### src/rtl/even_pipe_sched_pkg.sv
// ----------------------------------------------------------------------------
// even_pipe_sched_pkg
//   Shared types and constants for the even-pipe result-staging scheduler:
//   stage numbering, the per-stage record, latency classes and the
//   latency-clamp helper used at issue capture.
// ----------------------------------------------------------------------------
package even_pipe_sched_pkg;

  localparam int EP_FIRST_STG = 2;
  localparam int EP_LAST_STG  = 7;
  localparam int EP_NUM_STG   = EP_LAST_STG - EP_FIRST_STG + 1;

  localparam int EP_ADDR_W = 7;
  localparam int EP_DATA_W = 128;
  localparam int EP_LAT_W  = 3;

  // Latency classes: cycles from issue until the result is forwardable.
  localparam int LAT_SIMPLE_FIXED = 2;
  localparam int LAT_BYTE         = 4;
  localparam int LAT_SP_FP        = 6;
  localparam int LAT_FP_INT       = 7;

  typedef struct packed {
    logic                 vld;
    logic                 wr_en;
    logic [EP_LAT_W-1:0]  lat;
    logic [EP_ADDR_W-1:0] addr;
    logic [EP_DATA_W-1:0] data;
  } ep_stage_t;

  // A result can never be forwardable before it reaches the first stage,
  // so latency classes 0 and 1 are stored as 2.
  function automatic logic [EP_LAT_W-1:0] clamp_lat(input logic [EP_LAT_W-1:0] lat);
    if (lat < EP_LAT_W'(EP_FIRST_STG)) begin
      return EP_LAT_W'(EP_FIRST_STG);
    end
    return lat;
  endfunction

endpackage

### src/rtl/even_pipe_sched_hazard_chk.sv
// ----------------------------------------------------------------------------
// ep_hazard_chk
//   Combinational RAW check of the issuing instruction's three sources
//   against every in-flight stage whose result is not yet forwardable.
// Ports:
//   stg_live  : per stage, entry is valid and writes its destination
//   stg_lat   : per stage, stored (clamped) latency class
//   stg_addr  : per stage, destination register
//   src_ra/rb/rc, src_used : sources of the issuing instruction, {rc,rb,ra}
//   stall     : some used source depends on a not-yet-forwardable result
// Index i of the stage vectors corresponds to pipeline stage i+2.
// ----------------------------------------------------------------------------
module ep_hazard_chk
  import even_pipe_sched_pkg::*;
(
  input  logic [EP_NUM_STG-1:0]                stg_live,
  input  logic [EP_NUM_STG-1:0][EP_LAT_W-1:0]  stg_lat,
  input  logic [EP_NUM_STG-1:0][EP_ADDR_W-1:0] stg_addr,
  input  logic [EP_ADDR_W-1:0]                 src_ra,
  input  logic [EP_ADDR_W-1:0]                 src_rb,
  input  logic [EP_ADDR_W-1:0]                 src_rc,
  input  logic [2:0]                           src_used,
  output logic                                 stall
);

  always_comb begin
    stall = 1'b0;
    for (int i = 0; i < EP_NUM_STG; i++) begin
      // Not forwardable while the stage number is still below the latency.
      if (stg_live[i] && (stg_lat[i] > EP_LAT_W'(i + EP_FIRST_STG))) begin
        if ((src_used[0] && (stg_addr[i] == src_ra)) ||
            (src_used[1] && (stg_addr[i] == src_rb)) ||
            (src_used[2] && (stg_addr[i] == src_rc))) begin
          stall = 1'b1;
        end
      end
    end
  end

endmodule

### src/rtl/even_pipe_sched.sv
// ----------------------------------------------------------------------------
// even_pipe_sched
//   Result-staging scheduler for the even pipe. Captures one issued result
//   per cycle into stage 2, shifts it unconditionally through stage 7,
//   exposes per-stage forwarding taps and retires to the register file at
//   stage 7. Issue is held off while a used source matches an in-flight
//   result that is not yet forwardable, and while flush is asserted.
// Ports:
//   clk, rst (async, active high)
//   issue_valid/issue_ready, issue_wr_en, issue_rt_addr, issue_rt_data,
//   issue_lat, src_ra/rb/rc, src_used : issue slot
//   flush          : squash stages 2..6 on the next edge, drop any issue
//   rf_addr_sN / rf_data_sN / fwd_vld_sN (N=2..7) : forwarding taps
//   rt_wr_en_ep / rt_addr_ep / rt_data_ep          : register-file write
//   stall_cnt      : saturating count of stalled issue cycles
// ----------------------------------------------------------------------------
module even_pipe_sched
  import even_pipe_sched_pkg::*;
#(
  parameter int REG_ADDR_WD = EP_ADDR_W,
  parameter int REG_DATA_WD = EP_DATA_W,
  parameter int LAT_WD      = EP_LAT_W,
  parameter int CNT_WD      = 16
) (
  input  logic                   clk,
  input  logic                   rst,
  input  logic                   issue_valid,
  output logic                   issue_ready,
  input  logic                   issue_wr_en,
  input  logic [REG_ADDR_WD-1:0] issue_rt_addr,
  input  logic [REG_DATA_WD-1:0] issue_rt_data,
  input  logic [LAT_WD-1:0]      issue_lat,
  input  logic [REG_ADDR_WD-1:0] src_ra,
  input  logic [REG_ADDR_WD-1:0] src_rb,
  input  logic [REG_ADDR_WD-1:0] src_rc,
  input  logic [2:0]             src_used,
  input  logic                   flush,
  output logic [REG_ADDR_WD-1:0] rf_addr_s2,
  output logic [REG_ADDR_WD-1:0] rf_addr_s3,
  output logic [REG_ADDR_WD-1:0] rf_addr_s4,
  output logic [REG_ADDR_WD-1:0] rf_addr_s5,
  output logic [REG_ADDR_WD-1:0] rf_addr_s6,
  output logic [REG_ADDR_WD-1:0] rf_addr_s7,
  output logic [REG_DATA_WD-1:0] rf_data_s2,
  output logic [REG_DATA_WD-1:0] rf_data_s3,
  output logic [REG_DATA_WD-1:0] rf_data_s4,
  output logic [REG_DATA_WD-1:0] rf_data_s5,
  output logic [REG_DATA_WD-1:0] rf_data_s6,
  output logic [REG_DATA_WD-1:0] rf_data_s7,
  output logic                   fwd_vld_s2,
  output logic                   fwd_vld_s3,
  output logic                   fwd_vld_s4,
  output logic                   fwd_vld_s5,
  output logic                   fwd_vld_s6,
  output logic                   fwd_vld_s7,
  output logic                   rt_wr_en_ep,
  output logic [REG_ADDR_WD-1:0] rt_addr_ep,
  output logic [REG_DATA_WD-1:0] rt_data_ep,
  output logic [CNT_WD-1:0]      stall_cnt
);

  ep_stage_t stg_q [EP_FIRST_STG:EP_LAST_STG];
  ep_stage_t stg_d [EP_FIRST_STG:EP_LAST_STG];

  logic [CNT_WD-1:0] stall_cnt_q;
  logic [CNT_WD-1:0] stall_cnt_d;

  logic [EP_NUM_STG-1:0]                hz_live;
  logic [EP_NUM_STG-1:0][EP_LAT_W-1:0]  hz_lat;
  logic [EP_NUM_STG-1:0][EP_ADDR_W-1:0] hz_addr;
  logic                                 hz_stall;
  logic [EP_NUM_STG-1:0]                fwd_vld;

  always_comb begin
    hz_live = '0;
    hz_lat  = '0;
    hz_addr = '0;
    fwd_vld = '0;
    for (int i = 0; i < EP_NUM_STG; i++) begin
      hz_live[i] = stg_q[i + EP_FIRST_STG].vld && stg_q[i + EP_FIRST_STG].wr_en;
      hz_lat[i]  = stg_q[i + EP_FIRST_STG].lat;
      hz_addr[i] = stg_q[i + EP_FIRST_STG].addr;
      fwd_vld[i] = hz_live[i] && (EP_LAT_W'(i + EP_FIRST_STG) >= stg_q[i + EP_FIRST_STG].lat);
    end
  end

  ep_hazard_chk u_hazard_chk (
    .stg_live (hz_live),
    .stg_lat  (hz_lat),
    .stg_addr (hz_addr),
    .src_ra   (src_ra),
    .src_rb   (src_rb),
    .src_rc   (src_rc),
    .src_used (src_used),
    .stall    (hz_stall)
  );

  // Ready is independent of issue_valid so decode can look ahead.
  assign issue_ready = !hz_stall && !flush;

  always_comb begin
    stg_d[EP_FIRST_STG] = '0;
    if (issue_valid && issue_ready) begin
      stg_d[EP_FIRST_STG].vld   = 1'b1;
      stg_d[EP_FIRST_STG].wr_en = issue_wr_en;
      stg_d[EP_FIRST_STG].lat   = clamp_lat(issue_lat);
      stg_d[EP_FIRST_STG].addr  = issue_rt_addr;
      stg_d[EP_FIRST_STG].data  = issue_rt_data;
    end
    // Unconditional shift; flush kills everything that has not reached s7.
    for (int n = EP_FIRST_STG + 1; n <= EP_LAST_STG; n++) begin
      stg_d[n] = stg_q[n-1];
      if (flush) begin
        stg_d[n].vld = 1'b0;
      end
    end
  end

  always_comb begin
    stall_cnt_d = stall_cnt_q;
    if (issue_valid && !issue_ready && !flush && (stall_cnt_q != '1)) begin
      stall_cnt_d = stall_cnt_q + CNT_WD'(1);
    end
  end

  always_ff @(posedge clk or posedge rst) begin
    if (rst) begin
      for (int n = EP_FIRST_STG; n <= EP_LAST_STG; n++) begin
        stg_q[n] <= '0;
      end
      stall_cnt_q <= '0;
    end else begin
      for (int n = EP_FIRST_STG; n <= EP_LAST_STG; n++) begin
        stg_q[n] <= stg_d[n];
      end
      stall_cnt_q <= stall_cnt_d;
    end
  end

  assign rf_addr_s2 = stg_q[2].addr;
  assign rf_addr_s3 = stg_q[3].addr;
  assign rf_addr_s4 = stg_q[4].addr;
  assign rf_addr_s5 = stg_q[5].addr;
  assign rf_addr_s6 = stg_q[6].addr;
  assign rf_addr_s7 = stg_q[7].addr;

  assign rf_data_s2 = stg_q[2].data;
  assign rf_data_s3 = stg_q[3].data;
  assign rf_data_s4 = stg_q[4].data;
  assign rf_data_s5 = stg_q[5].data;
  assign rf_data_s6 = stg_q[6].data;
  assign rf_data_s7 = stg_q[7].data;

  assign fwd_vld_s2 = fwd_vld[0];
  assign fwd_vld_s3 = fwd_vld[1];
  assign fwd_vld_s4 = fwd_vld[2];
  assign fwd_vld_s5 = fwd_vld[3];
  assign fwd_vld_s6 = fwd_vld[4];
  assign fwd_vld_s7 = fwd_vld[5];

  assign rt_wr_en_ep = stg_q[7].vld && stg_q[7].wr_en;
  assign rt_addr_ep  = stg_q[7].addr;
  assign rt_data_ep  = stg_q[7].data;

  assign stall_cnt = stall_cnt_q;

endmodule

### config.mk
export PLATFORM = sky130hd
export DESIGN_NAME = even_pipe_sched
export DESIGN_NICKNAME = d
export VERILOG_FILES = /design/src/rtl/even_pipe_sched_pkg.sv /design/src/rtl/even_pipe_sched_hazard_chk.sv /design/src/rtl/even_pipe_sched.sv
export SDC_FILE = /design/constraint.sdc
export NUM_CORES = 1
export LEC_CHECK = 0
export ABC_AREA = 1
export BUFFER_PORTS_ARGS = -buffer_cell sky130_fd_sc_hd__buf_2
export CORE_AREA = 2 2 446 448
export CTS_CLUSTER_DIAMETER = 200
export DETAILED_ROUTE_END_ITERATION = 16
export DIE_AREA = 0 0 448 450
export GPL_TIMING_DRIVEN = 1
export PLACE_DENSITY = 0.31
export SLEW_MARGIN = 10
export SYNTH_ARGS = -nofsm -noshare
export SYNTH_HDL_FRONTEND = slang
export SYNTH_SLANG_ARGS = --single-unit
### constraint.sdc
create_clock -name clk -period 34.4 [get_ports clk]
set_input_delay 5.16 -clock clk [delete_from_list [all_inputs] [get_ports clk]]
set_output_delay 5.16 -clock clk [all_outputs]
set_load 0.05 [all_outputs]
# Word-level counts from Yosys, hierarchy flattened
# Index checks and enable logic that the tools add are counted.
dict set report classes {
  add_sub_neg 1
  order_cmp 13
  eq_ne 19
  n_mux 22
  reduce_logical 56
}
# op n
set ops {}
lappend ops {{two-way mux 140 bit} 1}
lappend ops {{== test 7 bit} 18}
lappend ops {{logical AND 1 bit} 41}
lappend ops {{two-way mux 1 bit} 19}
lappend ops {{adder 16 x 1 -> 16 bit, second input constant} 1}
lappend ops {{inequality test 16 bit, second input constant} 1}
lappend ops {{greater-or-equal comparator 3 bit, first input constant} 4}
lappend ops {{greater-than comparator 3 bit, second input constant} 4}
lappend ops {{logical OR 1 bit} 12}
lappend ops {{greater-or-equal comparator 2 x 3 -> 1 bit, first input constant} 2}
lappend ops {{greater-than comparator 3 x 2 -> 1 bit, second input constant} 2}
lappend ops {{two-way mux 3 bit} 2}
lappend ops {{logical NOT 1 bit} 3}
lappend ops {{< comparator 3 x 2 -> 1 bit, second input constant} 1}
dict set report word_totals {
  ff_bits 856
  inputBits 167
  out_inout_bits 969
  wordCells 142
}

# Logic depth before layout (Yosys ltp)
dict set report logic_depth {
  word_depth 22
  mapped_depth 18
  mapped_depth_nobuf 15
}

# By module
# Synthesis repeated with hierarchy kept, for this count alone.
dict set report unflattened {
  hier_cells 2655
  area_unflattened_um2 32140.8
}
# mod instances cells_per_inst area_each_um2 seq_area_each_um2
set by_module_without_submodules {}
lappend by_module_without_submodules {even_pipe_sched 1 2255 30404.2 21420.5}
lappend by_module_without_submodules {ep_hazard_chk 1 400 1736.7 0.0}

# Least setup slack after synthesis
# OpenSTA, ideal clock, no wires.
dict set report synth_path {
  kind {input -> output}
  start {input src_rc[5]}
  end {output issue_ready}
  t_arrival_ns 6.193
  t_required_ns 29.240
  path_slack_ns 23.047
  cell_stages 14
  n_path_buf 1
  path_cell_list {buf_2 -> inv_2 -> nand2_1 -> nand2_1 -> inv_1 -> nand2_1 -> nor2_1 -> nand2_1 -> nand3_1 -> nand2_1 -> nand2_1 -> nor2_2 -> nand2_4 -> inv_2}
}
dict set report synth_between {
  elab_chain_len 17
  elab_cells_between_ends 32
  cone_classes {eq/ne (6); mux (12); reduce/logical (14)}
}
# element line
set synth_lines {}
lappend synth_lines {{from (decl)} even_pipe_sched.sv:35} ;# input logic [REG_ADDR_WD-1:0] src_rc,
lappend synth_lines {{== test 7 bit} even_pipe_sched_hazard_chk.sv:33} ;# (src_used[2] && (stg_addr[i] == src_rc))) begin
lappend synth_lines {{logical AND 1 bit} even_pipe_sched_hazard_chk.sv:33}
lappend synth_lines {{logical OR 1 bit} even_pipe_sched_hazard_chk.sv:32} ;# (src_used[1] && (stg_addr[i] == src_rb)) ||
lappend synth_lines {{two-way mux 1 bit} even_pipe_sched_hazard_chk.sv:31} ;# if ((src_used[0] && (stg_addr[i] == src_ra)) ||
lappend synth_lines {{two-way mux 1 bit} even_pipe_sched_hazard_chk.sv:30} ;# if (stg_live[i] && (stg_lat[i] > EP_LAT_W'(i + EP_FIRST_STG))) begin
lappend synth_lines {{two-way mux 1 bit} even_pipe_sched_hazard_chk.sv:31}
lappend synth_lines {{two-way mux 1 bit} even_pipe_sched_hazard_chk.sv:30}
lappend synth_lines {{two-way mux 1 bit} even_pipe_sched_hazard_chk.sv:31}
lappend synth_lines {{two-way mux 1 bit} even_pipe_sched_hazard_chk.sv:30}
lappend synth_lines {{two-way mux 1 bit} even_pipe_sched_hazard_chk.sv:31}
lappend synth_lines {{two-way mux 1 bit} even_pipe_sched_hazard_chk.sv:30}
lappend synth_lines {{two-way mux 1 bit} even_pipe_sched_hazard_chk.sv:31}
lappend synth_lines {{two-way mux 1 bit} even_pipe_sched_hazard_chk.sv:30}
lappend synth_lines {{two-way mux 1 bit} even_pipe_sched_hazard_chk.sv:31}
lappend synth_lines {{two-way mux 1 bit (*)} even_pipe_sched_hazard_chk.sv:30}
lappend synth_lines {{logical NOT 1 bit (*)} even_pipe_sched.sv:99} ;# assign issue_ready = !hz_stall && !flush;
lappend synth_lines {{logical AND 1 bit (*)} even_pipe_sched.sv:99}
lappend synth_lines {{to (decl)} even_pipe_sched.sv:28} ;# output logic issue_ready,
# Every way passes the cells marked *; elsewhere a longest branch is shown, timed or not.

# Final worst setup path
dict set report layout_path {
  start {input src_used[1]}
  end {output issue_ready}
}
dict set report layout_between {
  elab_chain_len 17
  elab_cells_between_ends 32
  cone_classes {mux (12); reduce/logical (20)}
}
# element line
set layout_lines {}
lappend layout_lines {{from (decl)} even_pipe_sched.sv:36} ;# input logic [2:0] src_used,
lappend layout_lines {{logical AND 1 bit} even_pipe_sched_hazard_chk.sv:32}
lappend layout_lines {{logical OR 1 bit} even_pipe_sched_hazard_chk.sv:31}
lappend layout_lines {{logical OR 1 bit} even_pipe_sched_hazard_chk.sv:32}
lappend layout_lines {{two-way mux 1 bit} even_pipe_sched_hazard_chk.sv:31}
lappend layout_lines {{two-way mux 1 bit} even_pipe_sched_hazard_chk.sv:30}
lappend layout_lines {{two-way mux 1 bit} even_pipe_sched_hazard_chk.sv:31}
lappend layout_lines {{two-way mux 1 bit} even_pipe_sched_hazard_chk.sv:30}
lappend layout_lines {{two-way mux 1 bit} even_pipe_sched_hazard_chk.sv:31}
lappend layout_lines {{two-way mux 1 bit} even_pipe_sched_hazard_chk.sv:30}
lappend layout_lines {{two-way mux 1 bit} even_pipe_sched_hazard_chk.sv:31}
lappend layout_lines {{two-way mux 1 bit} even_pipe_sched_hazard_chk.sv:30}
lappend layout_lines {{two-way mux 1 bit} even_pipe_sched_hazard_chk.sv:31}
lappend layout_lines {{two-way mux 1 bit} even_pipe_sched_hazard_chk.sv:30}
lappend layout_lines {{two-way mux 1 bit} even_pipe_sched_hazard_chk.sv:31}
lappend layout_lines {{two-way mux 1 bit (*)} even_pipe_sched_hazard_chk.sv:30}
lappend layout_lines {{logical NOT 1 bit (*)} even_pipe_sched.sv:99}
lappend layout_lines {{logical AND 1 bit (*)} even_pipe_sched.sv:99}
# Marked as above.

==> impl_metrics.py <==
metrics = {
    "routing": {
        "ant_nets": 0,
        "vias_per_cell": 3.07,
        "drt-total-wl_um": 125000,
        "via_count": 17400,
        "drt_iter0_drc": 1046,
        "drt_pass1_iterations": 4,
        "drc": 0,
        "detail_route.wl_per_cell_um": 22.0,
    },
    "timing": {
        "slew_viol_final": 0,
        "grt_setup_unrepaired": "no",
        "finalSetupViolCount": 0,
        "skew_ns": 0.0544,
        "fin_crit_sh": 0.357,
        "hold_viol": 0,
        "tns_ns": 0,
        "period_minus_slack_ns": 12.27,
        "worst_pin_slew_ns": 1.02,
        "relSlewSlack": 0.320,
        "timing.fmax_mhz": 81.5,
        "hold_ws_ns": 0.329,
    },
    "final_layout": {
        "mostFrequentLayoutCell": "buf_2",
        "layout-drive-gt1-share": 0.472,
        "areaGrowthSynthToFinish_pct": 16.7,
        "layout_common_cells": "1135 x buf_2, 853 x dfrtp_1, 284 x nand2_1",
        "fillCellCount": 21700,
        "finalNonFillerCells": 5671,
        "nNetsFinal": 3105,
    },
    "power_and_ir_drop": {
        "seqPwrFrac": 0.431,
        "ir_drop_v": 0.0000392,
        "swShare": 0.298,
        "pwr_density_cell_nw_per_um2": 66.3,
        "clkPwrFrac": 0.450,
        "pwr-share-comb": 0.119,
        "cell_internal_pwr_mw": 1.76,
        "p_leak_nw": 21.3,
        "power_mw": 2.50,
        "p_sw_mw": 0.745,
    },
    "yosys": {
        "synth_seq_area_share": 0.661,
        "netlist_area_sq_um": 32300,
        "synthCells": 2653,
        "synth_edf_count": 0,
        "yosysTopAreaCellShare": 0.661,
        "ys_top_cells_by_area": "dfrtp_1 66%, buf_4 22%, nand2_1 3.3%",
        "synthesis.nets": 2821,
        "async_flop_share": 1.00,
        "synth_ff_type": "dfrtp_1",
        "yosys.area.top_type": "dfrtp_1",
        "avgSynthCellArea_sq_um": 12.2,
        "ys_types": 26,
        "synth-warning-count": 0,
        "yosys_register_bits": 853,
    },
    "clock_network": {
        "path_clk_slew_ns": 0.06,
        "root_buffer": "clkbuf_16",
        "holdBufCountCts": 0,
        "numClockSinks": 853,
        "cts-resized-gates": 0,
        "cts_setup_buffers": 0,
        "tritoncts": "yes",
        "cts_buffers": 102,
        "cts_buffer_depth": 3,
        "htreeDepth": 3,
        "clock_latency_ns": 0.75,
    },
    "floorplan": {
        "die_h_um": 450,
        "rows": 163,
        "die_area_sq_um": 202000,
        "die_width_um": 448,
        "initial_core_util": 0.164,
        "core_area_sq_um": 197000,
        "num_io_pins": 1136,
    },
    "placed_design": {
        "dp_cells": 5473,
        "dp_hpwl_um": 100000,
        "globalplace.congestion": 0.850,
        "io_buffers": 1135,
    },
    "grt": {
        "grt_use_total": 0.120,
        "grt_max_degree": 152,
        "first_global_vias": 17900,
        "grt-ovfl-total": 0,
        "grt_pass1_wl_um": 163000,
        "antenna_found_initial": 28,
    },
    "min_path": {
        "min_to": "rf_data_s3[85]",
        "whs_path_depth": 0,
        "min_path_type": "flip-flop to flip-flop",
        "holdCritStartpoint": "rf_data_s2[85]",
    },
    "setup_path": {
        "reg2reg_slack_ns": 29.80,
        "end_kind": "output pin",
        "r2r_end": "rf_data_s2[90]",
        "path_cells": "buf_2 > inv_1 > a21oi_1 > nand3_1 > nor2_1 > nand2_1 > nand3_1 > nand2_1 > nand2_1 > inv_1 > nand2_4 > inv_2 > buf_2",
        "crit-reg2reg-launch": "rf_addr_s4[1]",
        "critical-path-slowest-cell": "buf_2",
        "cp_common_cell": "nand2_1",
        "path_buf_inv": 5,
        "cp.arrival_ns": 7.11,
        "crit_path_max_fanout": 19,
        "slowest_delay_ns": 0.31,
        "r2r_cells": 15,
        "crit_path_start_kind": "primary input",
        "cpLargestDelayFamily": "buffers and inverters",
        "required_ns": 29.24,
        "critPathKind": "primary input to output pin",
    },
    "run": {
        "cap_viol_max_count": 0,
    },
    "status": {
        "status": "completed",
    },
}
==> routing by layer <==
layer,global-route usage,share of wire,up-vias
met5,0,0.00014,-
met4,0.0394,0.028,2
met3,0.0337,0.063,165
met2,0.207,0.51,623
met1,0.143,0.40,8972
li1,-,-,7675
==> registers in the layout (all words and copies together), names as in the netlist <==
name        count
rf_data_s5    128
rf_data_s3    128
rf_data_s7    128
stg_d           5
rf_addr_s3      7
rf_data_s4    128
stall_cnt      16
rf_addr_s7      7
rf_addr_s4      7
rf_addr_s2      7
rf_data_s6    128
stg_q           7
hz_lat         15
rf_addr_s5      7
rf_addr_s6      7
rf_data_s2    128
==> final cells by class <==
class | count | area [sq um] | share of cell area
diodes | 13 | 32.5 | 0.000863
clock buffers | 155 | 3030 | 0.0805
clock inverters | 30 | 479 | 0.0127
inverters | 234 | 886 | 0.0235
multi-input cells | 597 | 2810 | 0.0747
flip-flops and latches | 853 | 21300 | 0.566
well taps | 2640 | 3300 | 0.0876
repair buffers | 1149 | 5800 | 0.154
==> logic make-up after synthesis <==
family	Yosys count	share of synthesized area
buf+inv	1203	0.253
flops	853	0.661
simple gates	543	0.0744
xor+xnor	27	0.00732
compound gates	26	0.00461
fa+ha+maj	1	0.000387
==> synth_stat cells (all sizes together) (2+ instances only) <==
| master | instances |
|---|---|
| clkbuf | 3 |
| o211ai | 7 |
| a21oi | 15 |
| nor3 | 2 |
| xnor2 | 17 |
| nand4 | 18 |
| o21ai | 3 |
| nand2 | 286 |
| nor2 | 193 |
| buf | 966 |
| inv | 233 |
| nand3 | 43 |
| xor2 | 10 |
| dfrtp | 853 |
==> stage by stage <==
step / area, sq um / setup WS, ns / util
finish: 37700 / 22.13 / 0.192
global route: 37700 / 21.96 / 0.192
CTS: 37700 / 22.06 / 0.192
detailed placement: 34100 / 22.06 / 0.174
global placement: 34100 / 22.02 / 0.174
floorplan: 32300 / 5.27 / -
==> power by group through the flow <==
stage	Sequential (mW)	Combinational, mW	Clock, mW
CTS	1.08	0.307	1.17
global route	1.08	0.316	1.21
global placement	1.10	0.308	0
floorplan	1.09	0.265	0
detailed placement	1.10	0.306	0
finish	1.08	0.298	1.12
==> worst max-delay path by stage <==
stage / from / to / cells after the start
finish: src_used[1] / issue_ready / 13
global route: src_rb[0] / issue_ready / 13
CTS: src_used[1] / issue_ready / 13
floorplan: rst / hz_lat[0] / 1
global placement: src_used[1] / issue_ready / 13
detailed placement: src_used[1] / issue_ready / 13
Note: power is estimated with default switching activity, not from simulation.
